$ cat src/rtl/shift_sequencer.sv
// Multi-cycle controller that drives a single-step shifter to perform
// shifts of 0..2^AMT_W-1 positions, with a start/done handshake.
module shift_sequencer #(
    parameter int WIDTH = 16,
    parameter int AMT_W = 4
) (
    input  logic             CLK,
    input  logic             RST_N,
    input  logic             START,
    input  logic             ABORT,
    input  logic [1:0]       MODE,
    input  logic [AMT_W-1:0] AMT,
    input  logic [WIDTH-1:0] DATA_IN,
    input  logic [WIDTH-1:0] SH_RESULT,
    output logic [WIDTH-1:0] SH_DATA,
    output logic [1:0]       SH_SEL,
    output logic             BUSY,
    output logic             DONE,
    output logic [WIDTH-1:0] RESULT
);

    typedef enum logic [1:0] {
        IDLE   = 2'b00,
        SHIFT  = 2'b01,
        FINISH = 2'b10
    } state_t;

    state_t           state_q;
    logic [WIDTH-1:0] work_q;
    logic [AMT_W-1:0] cnt_q;
    logic [1:0]       mode_q;
    logic [WIDTH-1:0] result_q;
    logic             done_q;
    logic             busy_q;
    logic [1:0]       sel_q;

    // Outputs are registered alongside the state so they change only on
    // state transitions; each branch sets the values for the state it enters.
    // NOTE: sequential state uses non-blocking assignments so every register
    // samples the pre-edge values and ordering inside the block is irrelevant.
    always_ff @(posedge CLK or negedge RST_N) begin
        if (!RST_N) begin
            state_q  <= IDLE;
            work_q   <= '0;
            cnt_q    <= '0;
            mode_q   <= 2'b00;
            result_q <= '0;
            done_q   <= 1'b0;
            busy_q   <= 1'b0;
            sel_q    <= 2'b00;
        end else begin
            case (state_q)
                IDLE: begin
                    if (START) begin
                        work_q <= DATA_IN;
                        mode_q <= MODE;
                        cnt_q  <= AMT;
                        busy_q <= 1'b1;
                        if (AMT == '0 || MODE == 2'b00) begin
                            state_q  <= FINISH;
                            done_q   <= 1'b1;
                            result_q <= DATA_IN;
                            sel_q    <= 2'b00;
                        end else begin
                            state_q <= SHIFT;
                            sel_q   <= MODE;
                        end
                    end
                end

                SHIFT: begin
                    // Abort wins over the last step's transition into FINISH.
                    if (ABORT) begin
                        state_q <= IDLE;
                        busy_q  <= 1'b0;
                        sel_q   <= 2'b00;
                    end else begin
                        work_q <= SH_RESULT;
                        cnt_q  <= cnt_q - AMT_W'(1);
                        if (cnt_q == AMT_W'(1)) begin
                            state_q  <= FINISH;
                            done_q   <= 1'b1;
                            result_q <= SH_RESULT;
                            sel_q    <= 2'b00;
                        end
                    end
                end

                FINISH: begin
                    state_q <= IDLE;
                    done_q  <= 1'b0;
                    busy_q  <= 1'b0;
                    sel_q   <= 2'b00;
                end

                default: begin
                    state_q <= IDLE;
                    done_q  <= 1'b0;
                    busy_q  <= 1'b0;
                    sel_q   <= 2'b00;
                end
            endcase
        end
    end

    assign SH_DATA = work_q;
    assign SH_SEL  = sel_q;
    assign BUSY    = busy_q;
    assign DONE    = done_q;
    assign RESULT  = result_q;

endmodule
$ cat config.mk
export PLATFORM = sky130hd
export DESIGN_NAME = shift_sequencer
export DESIGN_NICKNAME = d
export VERILOG_FILES = /design/src/rtl/shift_sequencer.sv
export SDC_FILE = /design/constraint.sdc
export NUM_CORES = 1
export LEC_CHECK = 0
export CORE_MARGIN = 2
export CORE_UTILIZATION = 45
export CTS_BUF_LIST = sky130_fd_sc_hd__clkbuf_8
export CTS_CLUSTER_SIZE = 30
export DETAILED_ROUTE_END_ITERATION = 7
export PLACE_DENSITY = 0.82
export SLEW_MARGIN = 20
export SYNTH_ARGS = -nofsm -noshare
export SYNTH_HDL_FRONTEND = slang
export SYNTH_SLANG_ARGS = --single-unit
$ cat constraint.sdc
create_clock -name CLK -period 2.1 [get_ports CLK]
set_input_delay 0.63 -clock CLK [delete_from_list [all_inputs] [get_ports CLK]]
set_output_delay 0.63 -clock CLK [all_outputs]
set_load 0.05 [all_outputs]
==> run metrics <==
CORE AREA=4320 µm²; slew of the pin with the lowest slew margin=0.502 ns; pin count of the biggest net entering global routing=25; largest family of logic cells by synthesized area=multiplexers; total of endpoints with negative setup slack in the final report=0; skew final=0.00394 ns; xor and xnor area share after synthesis=0%; maximum cell stage delay along the critical path=0.80 ns; post-synth design cell area=2000 µm²; post-route clock period utilization=98.2%; average routed wire per standard cell=14.7 µm; GRT Residual Overflow=0; portion of netlist area occupied by mux cells=19.4%; count of maximum capacitance violations=0; CTS Hold Bufs=0; area added between synthesis and finish=48.7%; data required time at the worst endpoint=1.47 ns; post-layout util=68.7%; run status=completed; TritonCTS Buffers=5; sum of buffers and inverters on the critical path=1; Post-Place Worst Slack=-0.356 ns; post-layout worst setup margin=0.0370 ns; first-pass GRT wire length=7.90 mm; DP HPWL=3.35 mm; Setup crit start kind=flip-flop; die width=70.6 µm; most area-hungry cell type in the Yosys netlist=dfrtp_1; number of antenna violations at the first check in global routing=0; Fmax=485 MHz; clock latency at the later pin of the worst-skew pair=0.29 ns; area of the die=4990 µm²; Fin. Hold Viols=0; proportion of total power due to net switching=47.2%; setup repair after global routing missed its margin=no; diode insertion count for antenna repair=0; final hold slack=0.283 ns; crit path capture type=output port; Slew Viols, Final=0; part of the power in registers=27.0%; ratio of routed vias to standard cells=5.02; post-detailed-routing wire length=4.70 mm; adder-cell share of the synthesized area=1.25%; cell count after synthesis=179; list of cells traversed by the critical path=clkdlybuf4s50_1; synth warn=0; kind of path behind the tightest hold check=in2async; Compound-Gate Fraction of Synth Area=6.57%; Initial DRT Pass Iterations=4; share of power burned in combinational logic=62.3%; power per cell area=1870 nW/µm²; number of enable flip-flop cells after synthesis=0; number of clock sinks=42; H-tree Lvls=2; post-synthesis register bit count=42; cell-internal power=0.00293 W; total instance count after detailed placement=309; worst-case headroom to the max-slew limit=66.4%; number of distinct library cell variants in the gate-level netlist after synthesis=31; remaining design rule violation count=0; post-route standard cell area excluding fillers=2970 µm²; maximum count of clock buffers along a single path=2; critical-path maximum fanout=2; synthesized netlist net count=223; Placed Area=2780 µm²; number of placed I/O pins=78; share of synthesized flip-flops with an asynchronous set or reset=100%; cell types occupying the most area after synthesis=dfrtp_1, mux2_2, nand2_1; fraction of layout instances using a drive strength above 1=33.6%; die extent in y=70.6 µm; critical path class=reg2out; number of violations reported at the end of detailed-routing iteration 0=100; clock root cell=clkbuf_8; slowest library cell on the worst path=clkdlybuf4s50_1; Non-Filler Instances=320; top-area cell type share of the netlist area=52.6%; peak ir drop on the vdd network=0.00107 V; number of rows created at floorplan=24; Critical Path AT=1.43 ns; per-instance average area after synthesis=11.2 µm²; clock-pin slew on the worst setup and hold paths=0.07 ns; Initial Utilization=46.2%; placer's final routability congestion estimate=0.800; CTS tree=yes; number of antenna-violating nets in the routed design=0; leakage power=1.45 nW; total via count after detailed routing=1605; simple-gate share of the synthesized area=15.6%; commonest register cell after synthesis=dfrtp_1; time the final worst path needs with I/O delays and setup=2.06 ns; clock group share of total power=10.7%; final net count=311; port buffer count=77; GR Util All Layers=20.1%; share of the yosys chip area belonging to registers=52.6%; cell family contributing the most delay on the critical path=buffers and inverters; via count of the first global-routing pass=1706; sw power=0.00262 W
[worst reg2reg max path: cells and delay by family (launching register included)]
family          cells  cell delay, ns
mux                 1            0.32
compound gates      1            0.18
flops               1            0.50
simple gates        2            0.52
buf+inv             1            0.17
[cell usage after synthesis (3+ instances only)]
library cell and n:
nand2_1 47, a21oi_1 6, nor2_1 10, clkbuf_1 3, mux2_4 8, inv_1 3, dfrtp_1 42, nand2b_1 4
buf_2 3, mux2_2 22, buf_6 3
[layer usage]
layer	global-route usage [%]	wire length, µm	vias to the layer above
met3	4.84	311	6
met5	0	0	-
li1	-	-	772
met1	25.1	2000	771
met4	5.66	52	0
met2	35.1	2340	56
[final timing paths]
| kind | from | to | slack (ns) | depth (start not counted) |
|---|---|---|---|---|
| setup reg to reg | state_q[0] | RESULT[1] | 0.31 | 5 |
| min in group CLK | SH_DATA[8] | SH_DATA[8] | 0.50 | 1 |
| setup / recovery | SH_DATA[10] | SH_DATA[10] | 0.04 | 1 |
| hold reg to reg | SH_DATA[8] | SH_DATA[8] | 0.50 | 1 |
| max in group asynchronous | RST_N | RESULT[13] | 1.33 | 2 |
| hold / removal | RST_N | cnt_q[2] | 0.28 | 1 |
[layout make-up]
| class | count | area (µm²) |
|---|---|---|
| multi-input combinational | 124 | 870 |
| timing repair buffer | 91 | 865 |
| fill | 351 | 1350 |
| sequential | 42 | 1050 |
| inverter | 3 | 11.3 |
| clock buffer | 8 | 110 |
| tap | 52 | 65.1 |
[cell usage in the layout, fill, tap and decap left out, types with 3 or more instances in the layout]
| cell type | synthesis | layout |
|---|---|---|
| dfrtp_1 | 42 | 42 |
| clkdlybuf4s50_1 | 0 | 38 |
| mux2_2 | 22 | 22 |
| nor2_1 | 10 | 10 |
| nand2b_1 | 4 | 4 |
| clkbuf_8 | 0 | 8 |
| buf_4 | 0 | 42 |
| mux2_4 | 8 | 8 |
| dlymetal6s2s_1 | 0 | 5 |
| a21oi_1 | 6 | 6 |
| inv_1 | 3 | 3 |
| nand2_1 | 47 | 47 |
[registers in the layout, summed over array words and instances, names as in the netlist]
| signal | cells |
|---|---|
| DONE | 1 |
| SH_DATA | 16 |
| BUSY | 1 |
| cnt_q | 4 |
| state_q | 2 |
| SH_SEL | 2 |
| RESULT | 16 |
[power by group through the flow]
| stage | Clock (W) | Combinational (W) | Sequential, W |
|---|---|---|---|
| floorplan | 0 | 0.00125 | 0.00265 |
| global placement | 0 | 0.00330 | 0.00149 |
| detailed placement | 0 | 0.00337 | 0.00151 |
| CTS | 0.000605 | 0.00345 | 0.00150 |
| global route | 0.000626 | 0.00367 | 0.00156 |
| finish | 0.000592 | 0.00346 | 0.00150 |
[through the flow]
stage               total power [W]  setup TNS, ns
floorplan                   0.00390              0
global placement            0.00480          -5.96
detailed placement          0.00488          -6.17
CTS                         0.00556              0
global route                0.00586              0
finish                      0.00555              0
[cell families after synthesis]
family / Yosys count
AOI/OAI and AO/OA: 18
and+or+nand+nor: 72
adders and majority gates: 2
buffers and inverters: 13
DFF: 42
muxes: 32
[repair_timing]
item | CTS | global route
buffers inserted | 1 | 0
pin swaps | 2 | 2
resized for setup | 5 | 5
gates cloned | 1 | 1
setup endpoints to repair | 15 | 10
Note: power is estimated with default switching activity, not from simulation.
